[src/rtl/mem_stage_ls_pkg.sv]
// Shared definitions for the load/store MEM stage: access sizes, FSM states,
// store lane steering and load extraction helpers.
package mem_stage_ls_pkg;

   typedef enum logic [1:0] {
      SZ_B = 2'd0,
      SZ_H = 2'd1,
      SZ_W = 2'd2
   } mem_size_e;

   typedef enum logic [1:0] {
      ST_EMPTY,
      ST_WAIT,
      ST_HOLD
   } mem_state_e;

   function automatic logic [3:0] store_strb(input logic [1:0] size, input logic [1:0] a);
      case (size)
         SZ_B:    return 4'b0001 << a;
         SZ_H:    return a[1] ? 4'b1100 : 4'b0011;
         default: return 4'b1111;
      endcase
   endfunction

   function automatic logic [31:0] store_wdata(input logic [1:0] size, input logic [31:0] d);
      case (size)
         SZ_B:    return {4{d[7:0]}};
         SZ_H:    return {2{d[15:0]}};
         default: return d;
      endcase
   endfunction

   function automatic logic [31:0] load_extract(input logic [31:0] rdata, input logic [1:0] a,
                                                input logic [1:0] size, input logic sext);
      logic [7:0]  b;
      logic [15:0] h;
      b = rdata[{a, 3'b000} +: 8];
      h = a[1] ? rdata[31:16] : rdata[15:0];
      case (size)
         SZ_B:    return {{24{sext & b[7]}}, b};
         SZ_H:    return {{16{sext & h[15]}}, h};
         default: return rdata;
      endcase
   endfunction

endpackage

[src/rtl/mem_stage_ls_if.sv]
// SRAM-like split request/response data bus (addr_ok accepts a request,
// data_ok returns its response later).
interface mem_stage_ls_if #(parameter int ADDR_W = 32);
   logic              data_req;
   logic              data_wr;
   logic [1:0]        data_size;
   logic [3:0]        data_wstrb;
   logic [ADDR_W-1:0] data_addr;
   logic [31:0]       data_wdata;
   logic              data_addr_ok;
   logic              data_data_ok;
   logic [31:0]       data_rdata;

   modport master (
      output data_req, data_wr, data_size, data_wstrb, data_addr, data_wdata,
      input  data_addr_ok, data_data_ok, data_rdata
   );

   modport slave (
      input  data_req, data_wr, data_size, data_wstrb, data_addr, data_wdata,
      output data_addr_ok, data_data_ok, data_rdata
   );
endinterface

[src/rtl/mem_load_align.sv]
// Combinational load lane select and zero/sign extension.
module mem_load_align
   import mem_stage_ls_pkg::*;
(
   input  logic [31:0] rdata,
   input  logic [1:0]  addr_lo,
   input  logic [1:0]  size,
   input  logic        sext,
   output logic [31:0] result
);
   assign result = load_extract(rdata, addr_lo, size, sext);
endmodule

[src/rtl/mem_stage_ls.sv]
// MEM pipeline stage issuing loads/stores on a split addr_ok/data_ok bus,
// buffering responses under WB stall and discarding responses owed to cancelled ops.
module mem_stage_ls
   import mem_stage_ls_pkg::*;
#(
   parameter int ADDR_W      = 32,
   parameter int RF_AW       = 5,
   parameter int MAX_DISCARD = 3
) (
   input  logic              clk,
   input  logic              resetn,
   input  logic              cancel,
   input  logic              exe_to_mem_valid,
   output logic              mem_allowin,
   output logic              exe_wait_addr,
   input  logic [31:0]       exe_pc,
   input  logic [ADDR_W-1:0] exe_result,
   input  logic              exe_rf_we,
   input  logic [RF_AW-1:0]  exe_rf_waddr,
   input  logic              exe_mem_req,
   input  logic              exe_mem_wr,
   input  logic [1:0]        exe_mem_size,
   input  logic              exe_mem_sext,
   input  logic [31:0]       exe_store_data,
   mem_stage_ls_if.master    bus,
   input  logic              wb_allowin,
   output logic              mem_valid,
   output logic              mem_to_wb_valid,
   output logic [31:0]       mem_pc,
   output logic              mem_rf_we,
   output logic [RF_AW-1:0]  mem_rf_waddr,
   output logic [31:0]       mem_rf_wdata,
   output logic              mem_ale
);
   localparam int CW = $clog2(MAX_DISCARD + 1);
   localparam logic [CW-1:0] DISC_MAX = CW'(MAX_DISCARD);

   typedef struct packed {
      logic [31:0]       pc;
      logic [ADDR_W-1:0] result;
      logic              rf_we;
      logic [RF_AW-1:0]  rf_waddr;
      logic              req;
      logic              wr;
      logic [1:0]        size;
      logic              sext;
      logic              ale;
   } ctl_t;

   mem_state_e    state_q, state_d;
   ctl_t          ctl_q, ctl_d;
   logic          buf_valid_q, buf_valid_d;
   logic [31:0]   buf_q, buf_d;
   logic [CW-1:0] discard_cnt_q, discard_cnt_d;

   logic        ale_x, issue, req_ok, accept, ready_go, data_ok_own, inc, dec;
   logic [31:0] ld_raw, ld_data;

   always_comb begin
      ale_x = exe_mem_req & (((exe_mem_size == SZ_H) & exe_result[0]) |
                             ((exe_mem_size == SZ_W) & (exe_result[1:0] != 2'b00)));
      // a response only belongs to the current instruction once all owed discards drained
      data_ok_own     = bus.data_data_ok & (discard_cnt_q == '0);
      ready_go        = (state_q != ST_WAIT) | data_ok_own | buf_valid_q;
      mem_valid       = (state_q != ST_EMPTY);
      mem_allowin     = ~mem_valid | (ready_go & wb_allowin);
      issue           = exe_to_mem_valid & exe_mem_req & ~ale_x;
      req_ok          = resetn & issue & mem_allowin & ~cancel & (discard_cnt_q < DISC_MAX);
      exe_wait_addr   = issue & ~(req_ok & bus.data_addr_ok);
      accept          = exe_to_mem_valid & mem_allowin & ~exe_wait_addr & ~cancel;
      mem_to_wb_valid = mem_valid & ready_go & ~cancel;
      inc             = cancel & (state_q == ST_WAIT) & ~bus.data_data_ok;
      dec             = bus.data_data_ok & (discard_cnt_q != '0);
   end

   always_comb begin
      bus.data_req   = 1'b0;
      bus.data_wr    = 1'b0;
      bus.data_size  = 2'b00;
      bus.data_wstrb = 4'b0000;
      bus.data_addr  = '0;
      bus.data_wdata = '0;
      if (resetn) begin
         bus.data_req   = req_ok;
         bus.data_wr    = exe_mem_wr;
         bus.data_size  = exe_mem_size;
         bus.data_wstrb = exe_mem_wr ? store_strb(exe_mem_size, exe_result[1:0]) : 4'b0000;
         bus.data_addr  = {exe_result[ADDR_W-1:2], 2'b00};
         bus.data_wdata = store_wdata(exe_mem_size, exe_store_data);
      end
   end

   always_comb begin
      state_d       = state_q;
      ctl_d         = ctl_q;
      buf_valid_d   = buf_valid_q;
      buf_d         = buf_q;
      discard_cnt_d = discard_cnt_q;
      if (cancel) begin
         state_d     = ST_EMPTY;
         buf_valid_d = 1'b0;
      end else if (mem_allowin) begin
         buf_valid_d = 1'b0;
         if (accept) begin
            state_d = issue ? ST_WAIT : ST_HOLD;
            ctl_d   = '{pc: exe_pc, result: exe_result, rf_we: exe_rf_we, rf_waddr: exe_rf_waddr,
                        req: exe_mem_req, wr: exe_mem_wr, size: exe_mem_size,
                        sext: exe_mem_sext, ale: ale_x};
         end else begin
            state_d = ST_EMPTY;
         end
      end else if ((state_q == ST_WAIT) && data_ok_own) begin
         state_d     = ST_HOLD;
         buf_valid_d = 1'b1;
         buf_d       = bus.data_rdata;
      end
      if (inc & ~dec)      discard_cnt_d = discard_cnt_q + CW'(1);
      else if (dec & ~inc) discard_cnt_d = discard_cnt_q - CW'(1);
   end

   always_ff @(posedge clk or negedge resetn) begin
      if (!resetn) begin
         state_q       <= ST_EMPTY;
         ctl_q         <= '0;
         buf_valid_q   <= 1'b0;
         buf_q         <= '0;
         discard_cnt_q <= '0;
      end else begin
         state_q       <= state_d;
         ctl_q         <= ctl_d;
         buf_valid_q   <= buf_valid_d;
         buf_q         <= buf_d;
         discard_cnt_q <= discard_cnt_d;
      end
   end

   assign ld_raw = buf_valid_q ? buf_q : bus.data_rdata;

   mem_load_align u_load_align (
      .rdata   (ld_raw),
      .addr_lo (ctl_q.result[1:0]),
      .size    (ctl_q.size),
      .sext    (ctl_q.sext),
      .result  (ld_data)
   );

   assign mem_pc       = ctl_q.pc;
   assign mem_rf_we    = ctl_q.rf_we & ~ctl_q.ale;
   assign mem_rf_waddr = ctl_q.rf_waddr;
   assign mem_ale      = ctl_q.ale;
   assign mem_rf_wdata = (ctl_q.req & ~ctl_q.wr) ? ld_data : 32'(ctl_q.result);

endmodule

[src/flat_wrapper.sv]
// flat-port wrapper written by rule: the top's interface ports become plain ports
module mem_stage_ls_flat import mem_stage_ls_pkg::*;
#(
   parameter int ADDR_W      = 32,
   parameter int RF_AW       = 5,
   parameter int MAX_DISCARD = 3
)
  (clk, resetn, cancel, exe_to_mem_valid, mem_allowin, exe_wait_addr, exe_pc, exe_result, exe_rf_we, exe_rf_waddr, exe_mem_req, exe_mem_wr, exe_mem_size, exe_mem_sext, exe_store_data, wb_allowin, mem_valid, mem_to_wb_valid, mem_pc, mem_rf_we, mem_rf_waddr, mem_rf_wdata, mem_ale, bus_data_req, bus_data_wr, bus_data_size, bus_data_wstrb, bus_data_addr, bus_data_wdata, bus_data_addr_ok, bus_data_data_ok, bus_data_rdata);
  mem_stage_ls_if #(.ADDR_W(ADDR_W)) bus_i ();
  input  logic clk;
  input  logic resetn;
  input  logic cancel;
  input  logic exe_to_mem_valid;
  output logic mem_allowin;
  output logic exe_wait_addr;
  input  logic [31:0] exe_pc;
  input  logic [ADDR_W-1:0] exe_result;
  input  logic exe_rf_we;
  input  logic [RF_AW-1:0] exe_rf_waddr;
  input  logic exe_mem_req;
  input  logic exe_mem_wr;
  input  logic [1:0] exe_mem_size;
  input  logic exe_mem_sext;
  input  logic [31:0] exe_store_data;
  input  logic wb_allowin;
  output logic mem_valid;
  output logic mem_to_wb_valid;
  output logic [31:0] mem_pc;
  output logic mem_rf_we;
  output logic [RF_AW-1:0] mem_rf_waddr;
  output logic [31:0] mem_rf_wdata;
  output logic mem_ale;
  output wire logic [$bits(bus_i.data_req)-1:0] bus_data_req;
  output wire logic [$bits(bus_i.data_wr)-1:0] bus_data_wr;
  output wire logic [$bits(bus_i.data_size)-1:0] bus_data_size;
  output wire logic [$bits(bus_i.data_wstrb)-1:0] bus_data_wstrb;
  output wire logic [$bits(bus_i.data_addr)-1:0] bus_data_addr;
  output wire logic [$bits(bus_i.data_wdata)-1:0] bus_data_wdata;
  input wire logic [$bits(bus_i.data_addr_ok)-1:0] bus_data_addr_ok;
  input wire logic [$bits(bus_i.data_data_ok)-1:0] bus_data_data_ok;
  input wire logic [$bits(bus_i.data_rdata)-1:0] bus_data_rdata;
  assign bus_data_req = bus_i.data_req;
  assign bus_data_wr = bus_i.data_wr;
  assign bus_data_size = bus_i.data_size;
  assign bus_data_wstrb = bus_i.data_wstrb;
  assign bus_data_addr = bus_i.data_addr;
  assign bus_data_wdata = bus_i.data_wdata;
  assign bus_i.data_addr_ok = bus_data_addr_ok;
  assign bus_i.data_data_ok = bus_data_data_ok;
  assign bus_i.data_rdata = bus_data_rdata;
  mem_stage_ls #(.ADDR_W(ADDR_W), .RF_AW(RF_AW), .MAX_DISCARD(MAX_DISCARD)) u_core (.clk(clk), .resetn(resetn), .cancel(cancel), .exe_to_mem_valid(exe_to_mem_valid), .mem_allowin(mem_allowin), .exe_wait_addr(exe_wait_addr), .exe_pc(exe_pc), .exe_result(exe_result), .exe_rf_we(exe_rf_we), .exe_rf_waddr(exe_rf_waddr), .exe_mem_req(exe_mem_req), .exe_mem_wr(exe_mem_wr), .exe_mem_size(exe_mem_size), .exe_mem_sext(exe_mem_sext), .exe_store_data(exe_store_data), .bus(bus_i), .wb_allowin(wb_allowin), .mem_valid(mem_valid), .mem_to_wb_valid(mem_to_wb_valid), .mem_pc(mem_pc), .mem_rf_we(mem_rf_we), .mem_rf_waddr(mem_rf_waddr), .mem_rf_wdata(mem_rf_wdata), .mem_ale(mem_ale));
endmodule
[config.mk]
export PLATFORM = sky130hd
export DESIGN_NAME = mem_stage_ls_flat
export DESIGN_NICKNAME = d
export VERILOG_FILES = /design/src/rtl/mem_stage_ls_pkg.sv /design/src/rtl/mem_stage_ls_if.sv /design/src/rtl/mem_load_align.sv /design/src/rtl/mem_stage_ls.sv /design/src/flat_wrapper.sv
export SDC_FILE = /design/constraint.sdc
export NUM_CORES = 1
export LEC_CHECK = 0
export ABC_AREA = 1
export ABC_CLOCK_PERIOD_IN_PS = 3600
export BUFFER_PORTS_ARGS = -buffer_cell sky130_fd_sc_hd__buf_2
export CAP_MARGIN = 20
export CORE_ASPECT_RATIO = 1.5
export CORE_MARGIN = 2
export CORE_UTILIZATION = 54
export CTS_BUF_LIST = sky130_fd_sc_hd__clkbuf_4 sky130_fd_sc_hd__clkbuf_8
export DETAILED_ROUTE_END_ITERATION = 10
export PLACE_DENSITY_LB_ADDON = 0.05
export SLEW_MARGIN = 25
export SYNTH_ARGS = -nofsm -noshare
export SYNTH_HDL_FRONTEND = slang
export SYNTH_SLANG_ARGS = --single-unit
[constraint.sdc]
create_clock -name clk -period 3.6 [get_ports clk]
set_input_delay 0.54 -clock clk [delete_from_list [all_inputs] [get_ports clk]]
set_output_delay 0.54 -clock clk [all_outputs]
set_load 0.005 [all_outputs]
==> impl_table.tex <==
\begin{tabular}{lr}
\hline
Metric & Value \\
\hline
\multicolumn{2}{l}{\textbf{Global routing}} \\
Wire length of the first global-routing pass & 34000 um \\
Maximum number of pins on one net before global-route repair & 78 \\
Number of antenna violations at the first check in global routing & 0 \\
Gr usage total & 30.8\% \\
Via count of the first global-routing pass & 6956 \\
Global-route congestion overflow total & 0 \\
\multicolumn{2}{l}{\textbf{Worst hold path}} \\
Launch instance of the worst min-delay path & exe\_pc[29] \\
HP Class & in -> reg \\
\multicolumn{2}{l}{\textbf{Power}} \\
Maximum VDD drop & 320 uV \\
Cell area power density & 461 mW/mm2 \\
Static Leak & 5.24 nW \\
\multicolumn{2}{l}{\textbf{Critical path}} \\
Crit path from & u\_core.ctl\_q[3] \\
Signal arrival time at the worst endpoint & 2610 ps \\
Register-to-register setup slack & 1430 ps \\
Kind of start point of the critical path & register \\
Critical path type & reg -> out \\
Source of the worst register-to-register timing path & u\_core.discard\_cnt\_q[0] \\
Maximum net fanout on the critical path & 28 \\
Crit path required time & 3060 ps \\
Critical Path End Type & output pin \\
\multicolumn{2}{l}{\textbf{Floorplan}} \\
Die Outline Area & 0.0139 mm2 \\
Initial Util & 55.5\% \\
Std-Cell Rows & 50 \\
Die Ht & 143 um \\
Boundary pin count & 293 \\
Die boundary width & 96.8 um \\
Core Box Area & 0.0126 mm2 \\
\multicolumn{2}{l}{\textbf{Yosys}} \\
Count leader, synth & nand2\_1 \\
Share of Yosys cell area claimed by the top area cell type & 40.6\% \\
Area of the mapped netlist & 0.00697 mm2 \\
Synthesized area divided by synthesized cell count & 6.79 um2 \\
Cell taking the most area after synthesis & dfrtp\_1 \\
Fraction of the yosys area taken by sequential cells & 40.6\% \\
Most frequently used flop master after synthesis & dfrtp\_1 \\
Number of synthesized flops with an enable pin & 0 \\
Synth top area cells & dfrtp\_1 41\%, nand2\_1 18\%, nand3\_1 7.6\% \\
Share of synthesized flip-flops with an asynchronous set or reset & 100\% \\
Post-synthesis cell type count & 29 \\
Post-synthesis cell count & 1027 \\
Total of warnings raised by yosys & 0 \\
List of most frequent post-synthesis cells & 343 x nand2\_1, 117 x inv\_1, 113 x dfrtp\_1 \\
FF+latch count, synth & 113 \\
\multicolumn{2}{l}{\textbf{Route}} \\
Detailed Routing Iterations Pass 1 & 7 \\
Drt initial violations & 403 \\
Post-Route WL & 21600 um \\
Vias per std cell & 5.19 \\
Vias & 7387 \\
Post-detailed-route count of antenna-violating nets & 0 \\
Post-route DRC violation count & 0 \\
Wirelength per Cell & 15.2 um \\
\multicolumn{2}{l}{\textbf{STA}} \\
Actual slew at the worst max-slew pin & 854 ps \\
Maximum clock skew at final layout & 11.5 ps \\
Number of failing setup endpoints in the final timing report & 0 \\
Share of the clock period used by the worst path after layout & 87.4\% \\
Tmin final & 3150 ps \\
Count of endpoints failing hold in the final timing report & 0 \\
Highest clock frequency the design can meet & 318 MHz \\
Final count of pins violating max slew & 0 \\
Worst relative slew slack & 43.1\% \\
Setup TNS & 0 ps \\
Worst hold slack across all endpoints & 315 ps \\
Unrepaired setup endpoints after global routing & false \\
\multicolumn{2}{l}{\textbf{Final layout}} \\
Ant. Diodes & 0 \\
Total number of nets in the final design & 1399 \\
Ratio of cells with drive above 1 in the final layout & 29.7\% \\
Area added between synthesis and finish & 22.5\% \\
\multicolumn{2}{l}{\textbf{Clock tree}} \\
Number of buffers added for setup after CTS & 0 \\
CTS tree & built \\
Clk pin slew, worst setup/hold paths & 80 ps \\
Number of sinks handled by clock tree synthesis & 113 \\
Max clock buf depth & 2 \\
Post-cts resize count & 0 \\
Inserted Clock Buffers & 17 \\
Root buffer cell & clkbuf\_8 \\
Later-pin clock latency in the skew report & 450 ps \\
Number of H-tree branching levels & 4 \\
\multicolumn{2}{l}{\textbf{Run}} \\
Max-cap viol count & 0 \\
\multicolumn{2}{l}{\textbf{Placement}} \\
HPWL after detailed placement & 16200 um \\
Final weighted congestion in routability-driven placement & 0.986 \\
IO buf count & 290 \\
\multicolumn{2}{l}{\textbf{Status}} \\
Outcome & finished clean \\
\hline
\end{tabular}
## layout make-up
class                   count  area [um2]
clock inverters            15         171
inverters                 124         465
well taps                 156         195
clock buffers              17         234
multi-input cells         692        3080
flip-flops and latches    113        2830
repair buffers            305        1570
fillers                  1165        4030
## logic make-up (layout without fill, tap and decap cells)
kind of cell | Yosys count | in the layout | share of synthesized area (%)
other | 1 | 2 | 0.0538
buffers and inverters | 223 | 461 | 15.4
AND/OR/NAND/NOR | 539 | 539 | 32.5
flip-flops | 113 | 113 | 40.6
AO/OA/AOI/OAI | 151 | 151 | 11.4
## registers in the layout (all words and copies together), names as in the netlist
signal,cells
u_core.mem_pc,32
u_core.mem_rf_waddr,5
u_core.state_q,2
u_core.discard_cnt_q,2
u_core.mem_ale,1
u_core.buf_q,32
u_core.buf_valid_q,1
u_core.ctl_q,38
## path summary, 6_finish.rpt
kind,end,cells past startpoint
setup / recovery,mem_rf_wdata[2],7
hold / removal,u_core.mem_pc[29],3
setup reg to reg,u_core.mem_pc[0],10
hold reg to reg,u_core.ctl_q[41],2
max in group asynchronous,u_core.ctl_q[25],4
min in group asynchronous,u_core.mem_pc[14],2
## per-stage QoR
stage          total power [mW]  worst slack [ps]  cells  util (%)  cell area (um2)
2_1_floorplan              2.29              1610   1028         -             6980
3_3_place_gp               2.69              1040   1389      64.6             8130
3_5_place_dp               2.71              1020   1389      64.6             8130
4_1_cts                    3.95               524   1422      67.9             8540
5_1_grt                    4.18               282   1422      67.9             8540
6_report                   3.94               454   1422      67.9             8540
## what timing repair did
| action | in CTS | in global routing |
|---|---|---|
| hold buffers | 1 | 0 |
| hold endpoints to repair | 7 | 0 |
| endpoints found under the setup margin | 0 | 0 |
## cell usage in the layout (no fill, tap or decap), drive strengths merged
cell | synthesis | final
bufinv | 0 | 2
nand2 | 348 | 348
a221oi | 1 | 1
dfrtp | 113 | 113
or2 | 22 | 22
nor2 | 52 | 52
a21boi | 1 | 1
clkinv | 1 | 4
a21oi | 31 | 31
o21ai | 94 | 94
clkbuf | 20 | 17
conb | 1 | 2
dlygate4sd3 | 0 | 1
inv | 123 | 132
o22ai | 19 | 19
a22o | 1 | 1
o31ai | 2 | 2
a31oi | 2 | 2
nand4 | 2 | 2
nand3 | 110 | 110
nor3 | 5 | 5
clkinvlp | 0 | 1
buf | 79 | 304
## critical path, cell delays in order (launching register included)
cell and delay, ps:
dfrtp_1 900, inv_1 410, nand3_1 270, o21ai_0 100, a21oi_1 120, o21ai_0 150, nand2_1 100, buf_2 110
## where the power goes
part           switching [mW]  internal [mW]
Sequential              0.121           1.43
Clock                   0.610          0.637
Combinational           0.661          0.476
## metal layers
metal | vias up | GRT usage [%] | routed length (um)
li1 | 3637 | - | -
met1 | 3365 | 35.6 | 8360
met2 | 315 | 52.2 | 10700
met3 | 70 | 7.64 | 1450
met4 | 0 | 17.3 | 1040
met5 | - | 0 | 0
No activity file was read; power rests on OpenSTA's default activity.
